<file path="config.mk">
export PLATFORM = sky130hd
export DESIGN_NAME = fft_butterfly_2
export DESIGN_NICKNAME = d
export VERILOG_FILES = /design/src/rtl/fft_butterfly_2.sv
export SDC_FILE = /design/constraint.sdc
export NUM_CORES = 2
export LEC_CHECK = 0
export ABC_CLOCK_PERIOD_IN_PS = 7500
export BUFFER_PORTS_ARGS = -buffer_cell sky130_fd_sc_hd__buf_2
export CORE_MARGIN = 4
export CORE_UTILIZATION = 40
export CTS_CLUSTER_SIZE = 20
export DETAILED_ROUTE_END_ITERATION = 8
export GPL_ROUTABILITY_DRIVEN = 0
export SLEW_MARGIN = 5
export SYNTH_ARGS = -nofsm -noshare
export SYNTH_HDL_FRONTEND = slang
export SYNTH_SLANG_ARGS = --single-unit
</file>
<file path="constraint.sdc">
create_clock -name clk -period 7.5 [get_ports clk]
set_input_delay 0 -clock clk [delete_from_list [all_inputs] [get_ports clk]]
set_output_delay 0 -clock clk [all_outputs]
set_load 0.1 [all_outputs]
</file>
<file path="src/rtl/fft_butterfly_2.sv">
// Pipelined radix-2 DIT butterfly: X = A + B*W, Y = A - B*W with Q7 twiddles,
// optional /2 scaling, saturation and a sticky overflow flag. Three ce-gated stages.
module fft_butterfly_2 #(
   parameter int DW    = 12,
   parameter int TW    = 12,
   parameter bit SCALE = 1'b0
) (
   input  logic                 clk,
   input  logic                 rst,
   input  logic                 ce,
   input  logic                 in_valid,
   input  logic signed [DW-1:0] a_re,
   input  logic signed [DW-1:0] a_im,
   input  logic signed [DW-1:0] b_re,
   input  logic signed [DW-1:0] b_im,
   input  logic signed [TW-1:0] tw_re,
   input  logic signed [TW-1:0] tw_im,
   output logic                 out_valid,
   output logic signed [DW-1:0] x_re,
   output logic signed [DW-1:0] x_im,
   output logic signed [DW-1:0] y_re,
   output logic signed [DW-1:0] y_im,
   output logic                 ovf
);

   localparam int PW   = DW + TW;
   localparam int SW   = DW + TW + 1;
   localparam int FRAC = 7;
   localparam logic signed [SW-1:0] SAT_MAX = SW'((1 <<< (DW - 1)) - 1);
   localparam logic signed [SW-1:0] SAT_MIN = SW'(-(1 <<< (DW - 1)));

   logic                 v1_q;
   logic signed [DW-1:0] a1Re_q, a1Im_q, b1Re_q, b1Im_q;
   logic signed [TW-1:0] w1Re_q, w1Im_q;

   logic                 v2_q;
   logic signed [DW-1:0] a2Re_q, a2Im_q;
   logic signed [PW-1:0] pr1_q, pr2_q, pi1_q, pi2_q;
   logic signed [PW-1:0] pr1_d, pr2_d, pi1_d, pi2_d;

   logic                 v3_q;
   logic signed [DW-1:0] xRe_q, xIm_q, yRe_q, yIm_q;
   logic signed [DW-1:0] xRe_d, xIm_d, yRe_d, yIm_d;
   logic                 ovf_q, ovf_d;

   logic signed [SW-1:0] tRe, tIm, aRe, aIm;
   logic signed [SW-1:0] sumXRe, sumXIm, sumYRe, sumYIm;
   logic                 anyClip;

   function automatic logic signed [DW-1:0] saturate(input logic signed [SW-1:0] v);
      if (v > SAT_MAX) begin
         return SAT_MAX[DW-1:0];
      end else if (v < SAT_MIN) begin
         return SAT_MIN[DW-1:0];
      end
      return v[DW-1:0];
   endfunction

   function automatic logic clips(input logic signed [SW-1:0] v);
      return (v > SAT_MAX) || (v < SAT_MIN);
   endfunction

   // Stage 1: capture the operand pair and its twiddle alongside the valid tag.
   always_ff @(posedge clk) begin
      if (rst) begin
         v1_q   <= 1'b0;
         a1Re_q <= '0;
         a1Im_q <= '0;
         b1Re_q <= '0;
         b1Im_q <= '0;
         w1Re_q <= '0;
         w1Im_q <= '0;
      end else if (ce) begin
         v1_q   <= in_valid;
         a1Re_q <= a_re;
         a1Im_q <= a_im;
         b1Re_q <= b_re;
         b1Im_q <= b_im;
         w1Re_q <= tw_re;
         w1Im_q <= tw_im;
      end
   end

   always_comb begin
      pr1_d = PW'(b1Re_q) * PW'(w1Re_q);
      pr2_d = PW'(b1Im_q) * PW'(w1Im_q);
      pi1_d = PW'(b1Re_q) * PW'(w1Im_q);
      pi2_d = PW'(b1Im_q) * PW'(w1Re_q);
   end

   // Stage 2: full-precision partial products; A is only delayed.
   always_ff @(posedge clk) begin
      if (rst) begin
         v2_q   <= 1'b0;
         a2Re_q <= '0;
         a2Im_q <= '0;
         pr1_q  <= '0;
         pr2_q  <= '0;
         pi1_q  <= '0;
         pi2_q  <= '0;
      end else if (ce) begin
         v2_q   <= v1_q;
         a2Re_q <= a1Re_q;
         a2Im_q <= a1Im_q;
         pr1_q  <= pr1_d;
         pr2_q  <= pr2_d;
         pi1_q  <= pi1_d;
         pi2_q  <= pi2_d;
      end
   end

   // Floor-rounded Q7 product, then the add/subtract, optional halving and clipping.
   always_comb begin
      tRe    = (SW'(pr1_q) - SW'(pr2_q)) >>> FRAC;
      tIm    = (SW'(pi1_q) + SW'(pi2_q)) >>> FRAC;
      aRe    = SW'(a2Re_q);
      aIm    = SW'(a2Im_q);
      sumXRe = aRe + tRe;
      sumXIm = aIm + tIm;
      sumYRe = aRe - tRe;
      sumYIm = aIm - tIm;
      if (SCALE) begin
         sumXRe = sumXRe >>> 1;
         sumXIm = sumXIm >>> 1;
         sumYRe = sumYRe >>> 1;
         sumYIm = sumYIm >>> 1;
      end
      xRe_d   = saturate(sumXRe);
      xIm_d   = saturate(sumXIm);
      yRe_d   = saturate(sumYRe);
      yIm_d   = saturate(sumYIm);
      anyClip = clips(sumXRe) | clips(sumXIm) | clips(sumYRe) | clips(sumYIm);
      ovf_d   = ovf_q | (v2_q & anyClip);
   end

   // Stage 3: result registers and the sticky overflow flag.
   always_ff @(posedge clk) begin
      if (rst) begin
         v3_q  <= 1'b0;
         xRe_q <= '0;
         xIm_q <= '0;
         yRe_q <= '0;
         yIm_q <= '0;
         ovf_q <= 1'b0;
      end else if (ce) begin
         v3_q  <= v2_q;
         xRe_q <= xRe_d;
         xIm_q <= xIm_d;
         yRe_q <= yRe_d;
         yIm_q <= yIm_d;
         ovf_q <= ovf_d;
      end
   end

   assign out_valid = v3_q;
   assign x_re      = xRe_q;
   assign x_im      = xIm_q;
   assign y_re      = yRe_q;
   assign y_im      = yIm_q;
   assign ovf       = ovf_q;

endmodule

</file>
# Yosys cells after proc, flatten, opt, wreduce, memory -nomap -nowiden
# Cells that the tools add are included.
# W data, S select, Z words.
# op_classes
add_sub_neg,6
multipliers,4
n_lt_le_gt_ge,8
muxes,20
bitwise_logic,5
n_reduce_logical,4
# op_table
cell,n
$mux W12,12
$mul A12 B12 Y24,4
$gt A19 B12 Y1 const B,4
$lt A19 B12 Y1 const B,4
$add A12 B18 Y19,2
$sub A12 B18 Y19,2
$add A24 B24 Y25,1
$sub A24 B24 Y25,1
$mux W1,8
$logic_or A1 B1 Y1,4
$or A1 B1 Y1,4
$and A1 B1 Y1,1
# totals
reg_bits,244
input_bits,76
output_inout_bits,50

# Longest topological paths before layout
# logic_depth
word_depth,9
ltp_mapped,25

# Least setup slack after synthesis
# Ideal clock, no wire load.
# synth_path
kind,flip-flop to flip-flop
start,register w1Im_q[0]
end,register pr2_q[23]
arrival_time_ps,5493
t_required_ps,7408
slack_ps,1915
path_stages_with_launch,23
period_less_slack_ps,5585
cell_sequence,dfxtp_1 clkbuf_1 clkbuf_1 nand2_1 fa_1 inv_1 ha_1 inv_1 fa_1 fa_1 fa_1 inv_1 ha_1 nor2b_1 o21ai_0 a21boi_0 o21ai_0 a21boi_0 o2111a_1 o2111a_1 o311a_1 o21a_1 o32ai_1
# synth_via
elab_chain_len,1
# synth_lines
element,line,text
start: declaration,34,"logic signed [TW-1:0] w1Re_q, w1Im_q;"
start signal: assignment,80,w1Im_q <= tw_im;
$mul A12 B12 Y24,86,pr2_d = PW'(b1Im_q) * PW'(w1Im_q);
end signal: assignment,106,pr2_q <= pr2_d;
end: declaration,38,"logic signed [PW-1:0] pr1_q, pr2_q, pi1_q, pi2_q;"
# No other way between the ends.
# A chain may end at the register's enable or synchronous reset.

# Worst setup path after layout
# layout_path
start,register w1Re_q[3]
end,register pi2_q[21]
# layout_via
elab_chain_len,1
# layout_lines
element,line,text
start: declaration,34,
start signal: assignment,79,w1Re_q <= tw_re;
$mul A12 B12 Y24,88,pi2_d = PW'(b1Im_q) * PW'(w1Re_q);
end signal: assignment,108,pi2_q <= pi2_d;
end: declaration,38,
# No other way between the ends.

==> metrics <==
Worst Path Required between 8 and 9 ns; top area cells in the synthesized netlist fa_1, dfxtp_1, ha_1; skew final roughly 0.019 ns; share of layout cells above drive strength 1 0.0667; Slew Limit Fails 0; 1st-iter DRT viols a little under 2000; Final Cycle Share 0.859; Post-DP Area between 0.03 and 0.04 mm2; leakage around 0.019 uW; CP peak stage delay 1.12 ns; Final Critical Period roughly 6.4 ns; crit-path cells nand2_1 > fa_1 > inv_1 > ha_1 > inv_1 > fa_1 > fa_1 > fa_1 > inv_1 > ha_1 > nor2b_1 > o21ai_0 > a21boi_0 > o21ai_0 > a21boi_0 > o2111ai_1 > a211oi_1 > o31a_1 > o21ai_0 > a32o_1; pin count of the biggest net entering global routing between 100 and 150; Die ar. 0.0943 mm2; Layout Nets 5188; via count 27632; ANT nets after route 0; Die Width ~300 um; Tightest Pin Transition 1.21 ns; power per cell area 210 mW/mm2; yosys warns 0; most frequent cell on the critical path fa_1; Seq cells post-synth ~240; switching share of power 0.502; critical path capture point type flip-flop; Final setup viols 0; Fillers around 8600; Slowest-stage cell, CP dfxtp_1; peak supply drop ~0.00021 V; DP Wirelength 77200 um; clock buffers created by TritonCTS 31; H-tree depth 1; final WL just under 100000 um; initial antenna violation count 4; I/O Pins around 130; outcome complete, no violations; Max Cap Viol 0; FF/Latch Area 0.00488 mm2; CTS root buf clkbuf_16; post-synthesis cell count about 4100; sequential cell fraction of total power 0.200; Syn Std Cell Area 0.0358 mm2; post-cts resize count 0; residual DRC count 0; Longest Clk Path Bufs 3; initial cell density of the core 0.404; sequential share of the synthesized area 0.137; Syn Nets between 5000 and 6000; maximum clock rate approximately 0.16 GHz; DR pass1 iterations 7; EDFF count, synth 0; final hold vios 0; Finished Cell Area about 0.04 mm2; worst rel slew slack 0.195; Tot GR Track Use 0.210; Synth top area share 0.311; P_int between 4000 and 5000 uW; gr ovfl total 0; Die Ht ~310 um; unrepaired setup endpoints after global routing false; insertion delay to the later sink of the worst-skew pair 0.64 ns; Clk pwr share 0.194; ys flop type dfxtp_1; syn avg cell area a little under 9 um2; net switching power figure ~4200 uW; critical path type reg2reg; combinational power share 0.606; first-pass GRT wire length between 150000 and 200000 um; Clk pin slew, worst setup/hold paths 0.07 ns; clock sink count 244; standard-cell rows 109; FFs w/ async S/R, synth 0; Worst Path Max Fanout 25; critical path startpoint category flip-flop; Placeable Area between 0.08 and 0.09 mm2; hold crit path type in2reg; drt wl/cell 18.0 um; Area growth syn-to-layout 11.0%; setup TNS 0 ns; critical path arrival approximately 7 ns; CTS tree done; cell taking the most area after synthesis fa_1; area occupied by multi-input gates 0.0274 mm2; vias in the first global route around 28000; IO Port Bufs 125; Via density 5.09; Netlist cell types between 80 and 90
==> per-layer routing <==
metal / GRT usage / vias to the layer above / wire (um)
li1: - / 13185 / -
met1: 0.293 / 13535 / 43900
met2: 0.335 / 782 / 43500
met3: 0.0470 / 124 / 7250
met4: 0.0511 / 6 / 2750
met5: 0 / - / 40
==> critical path, delay by kind of cell, from the launching register on <==
family                     cells  cell delay, ns
and+or+nand+nor                2            0.33
DFF                            1            1.12
buffers and inverters          3            0.14
adders and majority gates      6            2.49
AOI/OAI and AO/OA              9            2.25
==> cell usage after synthesis, types with 40 or more instances <==
cell type	instances
ha_1	322
xor2_1	47
o21ai_0	95
nand2_1	454
nand2b_1	69
nor2_1	291
clkbuf_1	162
nor3_1	62
and2_1	204
dfxtp_1	244
xnor2_1	112
inv_1	717
a211oi_1	40
a21o_1	46
mux2i_1	143
a21oi_1	131
fa_1	556
==> cell families after synthesis <==
logic type / share of synthesized area
flops: 0.137
buf+inv: 0.0974
compound gates: 0.0951
xor+xnor: 0.0389
simple gates: 0.168
mux: 0.0406
fa+ha+maj: 0.424
==> power by group through the flow <==
stage	sequential, uW	clock [uW]	combinational [uW]
after floorplan	2230	0	3270
after global routing	1690	1710	5580
final	1670	1620	5070
after CTS	1670	1660	5050
after detailed placement	1700	0	4980
after global placement	1690	0	4940
==> layout by cell type (no fill, tap or decap), drive strengths merged, types with 12 or more instances in the layout <==
cell type	instances
fa	556
nor3	62
o311ai	15
and3	12
nand2	454
xnor2	112
o21a	20
mux2i	143
a21o	46
dfxtp	244
nor4	12
buf	183
nor2b	36
or3	25
or2	12
xor2	47
o21ai	105
a31oi	14
ha	322
nor3b	12
a22o	12
nor2	293
a211oi	42
clkbuf	35
nand2b	69
dlygate4sd3	109
and2	204
nand3	32
inv	723
a21oi	131
==> path summary, 6_finish.rpt <==
| check | cells past startpoint | to | slack (ns) | startpoint |
|---|---|---|---|---|
| hold / removal | 4 | b1Im_q[8] | 0.14 | b_im[8] |
| setup / recovery | 20 | pi2_q[21] | 1.05 | w1Re_q[3] |
| hold reg to reg | 2 | pi2_q[22] | 0.46 | pi2_q[22] |
| setup reg to reg | 20 | pi2_q[21] | 1.05 | w1Re_q[3] |
==> per-stage QoR <==
step,utilization,cells,setup WS (ns),hold WS (ns),total power [uW]
6_report,0.449,5424,1.05,0.144,8360
5_1_grt,0.449,5423,0.687,0.153,8980
4_1_cts,0.449,5423,1.16,0.107,8390
3_5_place_dp,0.424,5257,1.20,0.243,6680
3_3_place_gp,0.424,5257,1.27,0.233,6630
2_1_floorplan,-,4105,1.91,0.147,5500
==> cell type report <==
class                           count  share of cell area
Inverter                          720              0.0680
Tap cell                         1165              0.0367
Clock inverter                     22             0.00674
Antenna cell                        1           0.0000630
Timing Repair Buffer              292              0.0549
Clock buffer                       35              0.0204
Sequential cell                   244               0.123
Multi-Input combinational cell   2945               0.690
==> repair_timing <==
| item | 4_1_cts | 5_1_grt |
|---|---|---|
| hold buffers | 109 | 0 |
| endpoints found under the hold margin | 115 | 0 |
| setup buffers | 0 | 0 |
==> flip-flops by register name (all words and copies together) (netlist names), 24 cells and up <==
name / count
pi2_q: 24
pi1_q: 24
pr1_q: 24
pr2_q: 24
(Power assumes the default switching activity.)
